## src/rtl/bpm_uart_reporter_if.sv

```systemverilog
// BPM reading handshake between DigitalBlock (master) and the reporter (slave).
//   bpm_value  : 8-bit unsigned BPM reading
//   bpm_valid  : reading available, held by the producer until acknowledged
//   bpm_copied : one-cycle acknowledge back to the producer
interface bpm_uart_reporter_if;
  logic [7:0] bpm_value;
  logic       bpm_valid;
  logic       bpm_copied;

  modport master (output bpm_value, output bpm_valid, input bpm_copied);
  modport slave  (input bpm_value, input bpm_valid, output bpm_copied);
endinterface

```

## src/rtl/bpm_uart_reporter.sv

```systemverilog
// Captures BPM readings from DigitalBlock, rejects out-of-range values,
// keeps a 4-sample moving average and sends every new full-history average
// as one 8N1 UART byte (LSB first).
// Ports:
//   clk, rst_n     : system clock, synchronous active-low reset
//   en_i           : capture enable (0 blocks new captures only)
//   bpm_if         : reading handshake (slave side)
//   avg_bpm_o      : current 4-sample average
//   avg_valid_o    : history holds 4 accepted samples
//   avg_strobe_o   : one-cycle pulse on each full-history average update
//   reject_cnt_o   : saturating count of out-of-range readings
//   uart_tx_o      : serial output, idle high
//   tx_busy_o      : frame on the line
module bpm_uart_reporter #(
  parameter int unsigned CLKS_PER_BIT = 868,
  parameter int unsigned BPM_MIN      = 30,
  parameter int unsigned BPM_MAX      = 220
) (
  input  logic                 clk,
  input  logic                 rst_n,
  input  logic                 en_i,
  bpm_uart_reporter_if.slave   bpm_if,
  output logic [7:0]           avg_bpm_o,
  output logic                 avg_valid_o,
  output logic                 avg_strobe_o,
  output logic [7:0]           reject_cnt_o,
  output logic                 uart_tx_o,
  output logic                 tx_busy_o
);

  localparam logic [15:0] BIT_LAST = 16'(CLKS_PER_BIT - 1);
  localparam logic [7:0]  MIN_V    = 8'(BPM_MIN);
  localparam logic [7:0]  MAX_V    = 8'(BPM_MAX);

  typedef enum logic [1:0] {
    S_IDLE,
    S_START,
    S_DATA,
    S_STOP
  } tx_state_e;

  // capture stage
  logic       armed_q;
  logic       copied_q;
  logic       cap_vld_q;
  logic [7:0] cap_q;
  logic       capture;

  // validate / history stage
  logic [7:0] hist_q [4];
  logic [1:0] wp_q;
  logic [9:0] sum_q;
  logic [2:0] fill_q;
  logic       acc_q;
  logic [7:0] rej_q;
  logic       in_range;

  // average stage
  logic [7:0] avg_q;
  logic       avg_valid_q;
  logic       strobe_q;

  // transmitter
  tx_state_e  state_q, state_d;
  logic [15:0] cnt_q, cnt_d;
  logic [2:0]  bit_q, bit_d;
  logic [7:0]  shift_q, shift_d;
  logic [7:0]  pend_q;
  logic        pend_vld_q;
  logic        tx;
  logic        busy;

  assign capture  = en_i && armed_q && bpm_if.bpm_valid;
  assign in_range = (cap_q >= MIN_V) && (cap_q <= MAX_V);

  always_ff @(posedge clk) begin
    if (!rst_n) begin
      armed_q   <= 1'b1;
      copied_q  <= 1'b0;
      cap_vld_q <= 1'b0;
      cap_q     <= '0;
    end else begin
      copied_q  <= capture;
      cap_vld_q <= capture;
      if (capture) begin
        cap_q   <= bpm_if.bpm_value;
        armed_q <= 1'b0;
      end else if (!bpm_if.bpm_valid) begin
        // re-arm only once the producer has dropped valid
        armed_q <= 1'b1;
      end
    end
  end

  always_ff @(posedge clk) begin
    if (!rst_n) begin
      for (int unsigned i = 0; i < 4; i++) hist_q[i] <= '0;
      wp_q   <= '0;
      sum_q  <= '0;
      fill_q <= '0;
      acc_q  <= 1'b0;
      rej_q  <= '0;
    end else begin
      acc_q <= 1'b0;
      if (cap_vld_q) begin
        if (!in_range) begin
          if (rej_q != 8'hFF) rej_q <= rej_q + 8'd1;
        end else begin
          // unfilled slots are still 0, so subtracting them is harmless
          sum_q        <= sum_q - {2'b00, hist_q[wp_q]} + {2'b00, cap_q};
          hist_q[wp_q] <= cap_q;
          wp_q         <= wp_q + 2'd1;
          if (fill_q != 3'd4) fill_q <= fill_q + 3'd1;
          acc_q        <= 1'b1;
        end
      end
    end
  end

  always_ff @(posedge clk) begin
    if (!rst_n) begin
      avg_q       <= '0;
      avg_valid_q <= 1'b0;
      strobe_q    <= 1'b0;
    end else begin
      strobe_q <= 1'b0;
      if (acc_q) begin
        avg_q       <= sum_q[9:2];
        avg_valid_q <= (fill_q == 3'd4);
        strobe_q    <= (fill_q == 3'd4);
      end
    end
  end

  // Pending byte: in IDLE the FSM always loads (a fresh strobe beats an
  // older pending byte), so pending is simply cleared there.
  always_ff @(posedge clk) begin
    if (!rst_n) begin
      pend_q     <= '0;
      pend_vld_q <= 1'b0;
    end else if (state_q == S_IDLE) begin
      pend_vld_q <= 1'b0;
    end else if (strobe_q) begin
      pend_q     <= avg_q;
      pend_vld_q <= 1'b1;
    end
  end

  always_ff @(posedge clk) begin
    if (!rst_n) begin
      state_q <= S_IDLE;
      cnt_q   <= '0;
      bit_q   <= '0;
      shift_q <= '0;
    end else begin
      state_q <= state_d;
      cnt_q   <= cnt_d;
      bit_q   <= bit_d;
      shift_q <= shift_d;
    end
  end

  always_comb begin
    state_d = state_q;
    cnt_d   = cnt_q;
    bit_d   = bit_q;
    shift_d = shift_q;
    tx      = 1'b1;
    busy    = 1'b0;
    case (state_q)
      S_IDLE: begin
        if (strobe_q || pend_vld_q) begin
          state_d = S_START;
          cnt_d   = BIT_LAST;
          shift_d = strobe_q ? avg_q : pend_q;
        end
      end
      S_START: begin
        tx   = 1'b0;
        busy = 1'b1;
        if (cnt_q == '0) begin
          state_d = S_DATA;
          cnt_d   = BIT_LAST;
          bit_d   = '0;
        end else begin
          cnt_d = cnt_q - 16'd1;
        end
      end
      S_DATA: begin
        tx   = shift_q[bit_q];
        busy = 1'b1;
        if (cnt_q == '0) begin
          cnt_d = BIT_LAST;
          if (bit_q == 3'd7) state_d = S_STOP;
          else               bit_d   = bit_q + 3'd1;
        end else begin
          cnt_d = cnt_q - 16'd1;
        end
      end
      S_STOP: begin
        busy = 1'b1;
        if (cnt_q == '0) state_d = S_IDLE;
        else             cnt_d   = cnt_q - 16'd1;
      end
      default: state_d = S_IDLE;
    endcase
  end

  assign bpm_if.bpm_copied = copied_q;
  assign avg_bpm_o         = avg_q;
  assign avg_valid_o       = avg_valid_q;
  assign avg_strobe_o      = strobe_q;
  assign reject_cnt_o      = rej_q;
  assign uart_tx_o         = tx;
  assign tx_busy_o         = busy;

endmodule

```

## src/flat_wrapper.sv

```systemverilog
// flat-port wrapper written by rule: the top's interface ports become plain ports
module bpm_uart_reporter_flat 
#(
  parameter int unsigned CLKS_PER_BIT = 868,
  parameter int unsigned BPM_MIN      = 30,
  parameter int unsigned BPM_MAX      = 220
)
  (clk, rst_n, en_i, avg_bpm_o, avg_valid_o, avg_strobe_o, reject_cnt_o, uart_tx_o, tx_busy_o, bpm_if_bpm_value, bpm_if_bpm_valid, bpm_if_bpm_copied);
  bpm_uart_reporter_if bpm_if_i ();
  input  logic clk;
  input  logic rst_n;
  input  logic en_i;
  output logic [7:0] avg_bpm_o;
  output logic avg_valid_o;
  output logic avg_strobe_o;
  output logic [7:0] reject_cnt_o;
  output logic uart_tx_o;
  output logic tx_busy_o;
  input wire logic [$bits(bpm_if_i.bpm_value)-1:0] bpm_if_bpm_value;
  input wire logic [$bits(bpm_if_i.bpm_valid)-1:0] bpm_if_bpm_valid;
  output wire logic [$bits(bpm_if_i.bpm_copied)-1:0] bpm_if_bpm_copied;
  assign bpm_if_i.bpm_value = bpm_if_bpm_value;
  assign bpm_if_i.bpm_valid = bpm_if_bpm_valid;
  assign bpm_if_bpm_copied = bpm_if_i.bpm_copied;
  bpm_uart_reporter #(.CLKS_PER_BIT(CLKS_PER_BIT), .BPM_MIN(BPM_MIN), .BPM_MAX(BPM_MAX)) u_core (.clk(clk), .rst_n(rst_n), .en_i(en_i), .bpm_if(bpm_if_i), .avg_bpm_o(avg_bpm_o), .avg_valid_o(avg_valid_o), .avg_strobe_o(avg_strobe_o), .reject_cnt_o(reject_cnt_o), .uart_tx_o(uart_tx_o), .tx_busy_o(tx_busy_o));
endmodule
```

## config.mk

```make
export PLATFORM = sky130hd
export DESIGN_NAME = bpm_uart_reporter_flat
export DESIGN_NICKNAME = d
export VERILOG_FILES = /design/src/rtl/bpm_uart_reporter_if.sv /design/src/rtl/bpm_uart_reporter.sv /design/src/flat_wrapper.sv
export SDC_FILE = /design/constraint.sdc
export NUM_CORES = 1
export LEC_CHECK = 0
export BUFFER_PORTS_ARGS = -buffer_cell sky130_fd_sc_hd__buf_2
export CORE_MARGIN = 2
export CORE_UTILIZATION = 24
export CTS_CLUSTER_SIZE = 10
export DETAILED_ROUTE_END_ITERATION = 8
export GPL_TIMING_DRIVEN = 0
export SLEW_MARGIN = 20
export SYNTH_ARGS = -nofsm -noshare
export SYNTH_HDL_FRONTEND = slang
export SYNTH_SLANG_ARGS = --single-unit
```

## constraint.sdc

```tcl
create_clock -name clk -period 6.9 [get_ports clk]
set_input_delay 0.69 -clock clk [delete_from_list [all_inputs] [get_ports clk]]
set_output_delay 0.69 -clock clk [all_outputs]
set_load 0.01 [all_outputs]
```

==> impl_metrics.csv, run 1 <==
group,metric,value,unit
synth,synthAdderAreaFrac,0.0747,
synth,synth-xor-area-share,0.0279,
timing,final-max-slew-violation-count,0,
grt,grt_pass1_vias,4105,
synth,async_flop_share,0,
critical_path,cpMaxStageDelayCell,"mux4_2",
clocking,cts_root_buffer,"clkbuf_16",
placed_design,placed_area,0.00622,mm2
critical_path,cpPeakStageDelay,0.63,ns
critical_path,start_kind,"register",
synth,synth_top_flop_cell,"dfxtp_1",
drt,wire_per_inst,14.5,um
final_layout,area_growth,20.6,%
run,drv_cap,0,
critical_path,critPathBufInv,2,
critical_path,timing.rr.end,"u_core.sum_q[9]$_SDFFE_PN0P_",
final_layout,num-fill-cells,2411,
clocking,ctsLongestPathBuffers,2,
drt,vias,4316,
floorplanning,start_util,0.243,
drt,ant_nets,0,
critical_path,path_max_fanout,8,
clocking,postCtsSetupRepairBufs,0,
worst_hold_path,worstHoldPathType,"reg -> reg",
synth,ys_warn_count,0,
final_layout,fin_area,0.00682,mm2
timing,finalSetupViolCount,0,
timing,rsz0062_at_grt,"no",
pwr,ir_drop,0.000158,V
grt,grt_pass1_wl,21.9,mm
synth,syn-instance-count,568,
floorplanning,die_y,158,um
critical_path,regToRegSetupSlack,3.04,ns
floorplanning,row_count,56,
final_layout,diodes,0,
final_layout,final_cell_count_no_fill,950,
timing,fin_tns_setup,0,ns
critical_path,arrival,4.16,ns
placed_design,io_buffers,31,
critical_path,worstRegToRegCells,11,
outcome,status,"finished, final reports clean",
grt,grt.total_usage,0.116,
synth,synth-compound-area-share,0.109,
drt,drc_errors,0,
drt,viasPerCell,4.54,
synth,synth_seq_cells,116,
synth,ys_seq_area_frac,0.467,
floorplanning,die_w,158,um
placed_design,dp.cells,918,
synth,synth_area,0.00566,mm2
synth,synth_edf_count,32,
critical_path,end_kind,"register",
grt,grt-ovfl-total,0,
timing,hold_viol,0,
critical_path,path_cells,"clkbuf_1 > mux4_2 > fa_1 > inv_1 > ha_1 > a2111oi_0 > o21ai_0 > a41oi_1 > xnor2_1 > a21oi_1 > a31o_2",
timing,post-route-period-util,0.560,
synth,synth_mux_area_frac,0.112,
worst_hold_path,hold_end,"u_core.cnt_q[15]$_SDFFE_PN0P_",
clocking,insertion_delay,0.41,ns
drt,dr.first_iter.drc_count,300,
floorplanning,num_io_pins,33,
clocking,cts_num_sinks,116,
drt,wl,13.8,mm
synth,ys_types,60,
clocking,h-tree-depth,4,
synth,syn_nets,609,
pwr,powerDensity,288,mW/mm2
clocking,cts_tree,"built",
timing,skew,0.0113,ns
drt,drtPass1Iterations,4,
final_layout,fin_nets,659,
clocking,path_clk_slew,0.06,ns
placed_design,gp_congestion,0.811,
clocking,cts_made_buffers,17,
worst_hold_path,min-delay-start,"u_core.cnt_q[15]$_SDFFE_PN0P_",
timing,worst_slack,3.04,ns
synth,yosys.area_share.simple,0.162,
placed_design,pre_cts_ws,3.04,ns
worst_hold_path,whs_path_depth,1,
critical_path,critPathKind,"reg -> reg",
floorplanning,dieArea,0.0248,mm2
clocking,cts_hold_buf,0,
grt,grt_antenna_before_repair,0,
floorplanning,core,0.0233,mm2
critical_path,cp.required,7.19,ns
grt,grt_max_degree,17,
timing,fmax,259,MHz
synth,syn_avg_cell_area,9.96,um2
timing,max-slew-margin-rel,0.370,
timing,worstMarginPinSlew,0.938,ns
pwr,p_leak,2.61,nW
placed_design,dp.final_hpwl,9.62,mm
synth,synth_top_family_by_area,"simple AND/OR/NAND/NOR gates",
clocking,ctsResizeCount,0,
timing,period_needed,3.86,ns
final_layout,finish.utilization,0.292,
final_layout,layout-drive-gt1-share,0.128,
critical_path,cpLargestDelayFamily,"compound AO/OA/AOI/OAI gates",
[cell usage in the layout (no fill, tap or decap), types with 4 or more instances in the layout]
master     synthesis  final
a211oi_1          12     11
a21oi_1           22     22
a31oi_1            6      6
and3_1            10     10
buf_2              1     32
clkbuf_1          25     28
clkbuf_16          0     17
clkbuf_8           0      9
dfxtp_1           84     84
edfxtp_1          32     32
fa_1               8      8
ha_1              21     21
inv_1             42     42
mux2i_1           41     41
mux4_2            10     10
nand2_1           26     26
nand3_1            6      6
nand4_1            6      6
nor2_1            86     86
nor2b_1            4      4
nor3_1            22     22
nor4_1             8      8
o21ai_0           11      8
o21ai_1            9     12
o22ai_1            5      5
or3_1              6      6
xnor2_1           10     10
xor2_1             8      8
[cells by family (layout without fill, tap and decap cells)]
family                     count (synthesis)  in the layout
xor gates and xnor gates                  18             18
and+or+nand+nor                          190            190
AOI/OAI and AO/OA                         94             94
DFF                                      116            116
muxes                                     51             51
buffers and inverters                     70            133
adders and majority gates                 29             29
[per-layer routing]
metal,vias up,GRT usage,wire (um)
li1,2129,-,-
met1,2054,0.156,6650
met2,117,0.179,6270
met3,16,0.0209,625
met4,0,0.0532,245
met5,-,0,0
[cells in the mapped netlist (all sizes together) (3+ instances only)]
master  number  area [um2]
a211oi      12        90.1
a21o         3        22.5
a21oi       22         110
a31oi        7        50.1
and3        10        62.6
buf          3        16.3
clkbuf      25        93.8
dfxtp       84        1680
edfxtp      32         961
fa           8         160
ha          21         263
inv         42         158
mux2i       41         410
mux4        10         225
nand2       26        97.6
nand2b       3        18.8
nand3        6        30.0
nand4        6        37.5
nor2        86         323
nor2b        4        25.0
nor3        23         120
nor4         9        71.3
o211ai       3        22.5
o21a         3        23.8
o21ai       20         100
o22ai        5        31.3
o31ai        3        22.5
or3          6        37.5
xnor2       10        87.6
xor2         8        70.1
[through the flow]
step	power (mW)	hold WS (ns)
3_5_place_dp	1.09	0.459
3_3_place_gp	1.09	0.457
2_1_floorplan	1.01	0.429
5_1_grt	2.05	0.490
6_report	1.97	0.466
4_1_cts	1.97	0.467
[worst register-to-register path: stages (launching register included)]
cell and delay [ns]:
dfxtp_1 0.30, clkbuf_1 0.56, mux4_2 0.64, fa_1 0.50
inv_1 0.04, ha_1 0.34, a2111oi_0 0.37, o21ai_0 0.21
a41oi_1 0.29, xnor2_1 0.17, a21oi_1 0.09, a31o_2 0.23
[power breakdown]
| group | leakage [nW] | switching, mW | internal, mW |
|---|---|---|---|
| Clock | 0.300 | 0.300 | 0.581 |
| Sequential | 1.01 | 0.0202 | 0.723 |
| Combinational | 1.30 | 0.215 | 0.128 |
| Total | 2.61 | 0.535 | 1.43 |
[how the worst max path moves through the flow]
stage / from / endpoint / slack, ns / cells after the start
3_3_place_gp: register / u_core.sum_q[9]$_SDFFE_PN0P_ / 3.06 / 11
3_5_place_dp: register / u_core.sum_q[9]$_SDFFE_PN0P_ / 3.04 / 11
4_1_cts: register / u_core.sum_q[9]$_SDFFE_PN0P_ / 2.97 / 11
5_1_grt: register / u_core.sum_q[9]$_SDFFE_PN0P_ / 2.69 / 11
2_1_floorplan: register / u_core.sum_q[9]$_SDFFE_PN0P_ / 3.48 / 11
6_report: register / u_core.sum_q[9]$_SDFFE_PN0P_ / 3.04 / 11
[sequential cells by signal (all words and copies together) (netlist names), named ones only]
name,flops
u_core.hist_q,32
u_core.cnt_q,16
u_core.sum_q,10
u_core.avg_bpm_o,8
u_core.cap_q,8
u_core.pend_q,8
u_core.reject_cnt_o,8
u_core.shift_q,8
u_core.bit_q,3
u_core.fill_q,3
u_core.state_q,2
u_core.wp_q,2
u_core.acc_q,1
u_core.armed_q,1
u_core.avg_strobe_o,1
u_core.avg_valid_o,1
u_core.bpm_if.bpm_copied,1
u_core.pend_vld_q,1
[area by class of cell]
type                            instances  area (um2)  area share
Clock buffer                           29         561      0.0821
Tap cell                              319         399      0.0585
Buffer                                 28         110      0.0161
Sequential cell                       116        2640       0.387
Clock inverter                          3        40.0     0.00587
Inverter                               42         158      0.0231
Timing Repair Buffer                   31         155      0.0227
Multi-Input combinational cell        382        2760       0.404
Power figures use the tool's default switching activity.
==> run 2, diff against run 1 <==
==> constraint.sdc (replaced) <==
create_clock -name clk -period 3.3 [get_ports clk]
set_input_delay 0.33 -clock clk [delete_from_list [all_inputs] [get_ports clk]]
set_output_delay 0.33 -clock clk [all_outputs]
set_load 0.01 [all_outputs]
==> run 2 against run 1 <==
Effect of this change: register-to-register slack worse by 2.9 ns; hold slack got worse by 0.33 ns; global-route usage is 0.10 points higher; critical path type unchanged; largest power group unchanged.
==> impl_metrics.csv, run 2 (same netlist as run 1, synthesis figures left out) <==
group,metric,value,unit
timing,fmax,321,MHz
pwr,clkPwrFrac,0.436,
final_layout,layout-drive-gt1-share,0.136,
placed_design,dp.cells,918,
final_layout,num-fill-cells,2443,
timing,fin_tns_setup,0,ns
placed_design,dp.final_hpwl,9.81,mm
final_layout,top_register,"u_core.hist_q",
timing,hold_viol,0,
critical_path,end_kind,"register",
clocking,insertion_delay,0.42,ns
pwr,p_leak,2.60,nW
drt,viasPerCell,4.52,
drt,drc_errors,0,
grt,grt_antenna_before_repair,0,
timing,post-route-period-util,0.945,
final_layout,layout_common_cells,"nor2_1 (86), dfxtp_1 (84), inv_1 (42), mux2i_1 (41)",
timing,finalSetupViolCount,0,
timing,max-slew-margin-rel,0.363,
drt,ant_nets,0,
clocking,cts_num_sinks,116,
timing,worstMarginPinSlew,0.948,ns
grt,grt.total_usage,0.117,
floorplanning,row_count,56,
pwr,p_sw,1.15,mW
critical_path,path_max_fanout,8,
clocking,cts_root_buffer,"clkbuf_16",
pwr,power_frac_seq,0.383,
pwr,powerDensity,593,mW/mm2
timing,skew,0.0144,ns
final_layout,fin_area,0.00684,mm2
timing,period_needed,3.12,ns
drt,drtPass1Iterations,4,
final_layout,final_cell_count_no_fill,950,
grt,grt-ovfl-total,0,
clocking,h-tree-depth,4,
final_layout,largest_reg_flops,32,
timing,final-max-slew-violation-count,0,
worst_hold_path,worstHoldPathType,"in -> reg",
floorplanning,die_w,158,um
final_layout,layout_commonest_cell,"nor2_1",
pwr,p_total,4.06,mW
grt,grt_pass1_wl,22.4,mm
floorplanning,die_y,158,um
timing,rsz0062_at_grt,"no",
final_layout,fin_nets,659,
critical_path,start_kind,"register",
critical_path,critPathKind,"reg -> reg",
clocking,cts_tree,"built",
floorplanning,num_io_pins,33,
run,drv_cap,0,
pwr,p_int,2.90,mW
critical_path,arrival,3.42,ns
pwr,swShare,0.285,
worst_hold_path,min-delay-start,"bpm_if_bpm_value[0]",
pwr,p_comb_frac,0.182,
outcome,status,"finished, final reports clean",
drt,dr.first_iter.drc_count,207,
floorplanning,core,0.0233,mm2
final_layout,area_growth,20.8,%
floorplanning,start_util,0.243,
final_layout,reg.largest.list,"u_core.hist_q (32), u_core.cnt_q (16), u_core.sum_q (10)",
pwr,ir_drop,0.000264,V
final_layout,diodes,0,
drt,wire_per_inst,14.4,um
drt,wl,13.6,mm
placed_design,gp_congestion,0.833,
grt,grt_pass1_vias,4224,
drt,vias,4296,
grt,grt_max_degree,17,
placed_design,io_buffers,31,
floorplanning,dieArea,0.0248,mm2
placed_design,placed_area,0.00622,mm2
clocking,ctsLongestPathBuffers,2,
clocking,path_clk_slew,0.06,ns
critical_path,cp.required,3.60,ns
clocking,cts_made_buffers,17,
## run 2: path summary, 6_finish.rpt
kind,endpoint,cells after the start,slack (ns)
min reg2reg,u_core.cnt_q[15]$_SDFFE_PN0P_,1,0.47
min,u_core.cap_q[0]$_SDFFE_PN0P_,3,0.14
max reg2reg,u_core.sum_q[9]$_SDFFE_PN0P_,11,0.18
max,u_core.sum_q[9]$_SDFFE_PN0P_,11,0.18
## run 2: area by class of cell
type / instances / area [um2] / area share
multi-input combinational: 382 / 2800 / 0.409
sequential: 116 / 2640 / 0.386
clock buffer: 22 / 485 / 0.0710
tap: 319 / 399 / 0.0584
timing repair buffer: 32 / 163 / 0.0238
inverter: 42 / 158 / 0.0231
buffer: 27 / 116 / 0.0170
clock inverter: 10 / 78.8 / 0.0115
## run 2: power groups by stage
stage	logic, mW	registers [mW]	clock network (mW)
final	0.736	1.55	1.77
after global routing	0.834	1.56	1.84
after CTS	0.714	1.55	1.79
after detailed placement	0.708	1.58	0
after global placement	0.700	1.58	0
after floorplan	0.549	1.57	0
## run 2: metal layers
layer | track usage | part of all wire | vias up
met5 | 0 | 0 | -
met4 | 0.0416 | 0.010 | 0
met3 | 0.0273 | 0.051 | 12
met2 | 0.182 | 0.46 | 77
met1 | 0.157 | 0.48 | 2069
li1 | - | - | 2138
## run 2: what timing repair did
item	in CTS	in global routing
cloned	0	0
gates resized for setup	4	6
pin swaps	1	0
setup endpoints to repair	2	2
hold buffers	0	0
setup buffers	0	1
## run 2: worst max-delay path, stage by stage (launching register included)
cell	delay, ns
dfxtp_1	0.32
clkbuf_8	0.18
mux4_2	0.54
fa_1	0.49
inv_1	0.06
ha_4	0.26
a2111oi_1	0.32
o21ai_1	0.17
a41oi_2	0.18
xnor2_1	0.16
a21oi_1	0.09
a31o_2	0.24
## run 2: metrics by stage
stage / hold slack (ns) / util / setup WS (ns)
after detailed placement: 0.462 / 0.267 / -0.211
after CTS: 0.131 / 0.291 / 0.0257
after global placement: 0.459 / 0.266 / -0.200
after floorplan: 0.429 / - / 0.0862
after global routing: 0.141 / 0.293 / 0.0202
final: 0.140 / 0.293 / 0.182
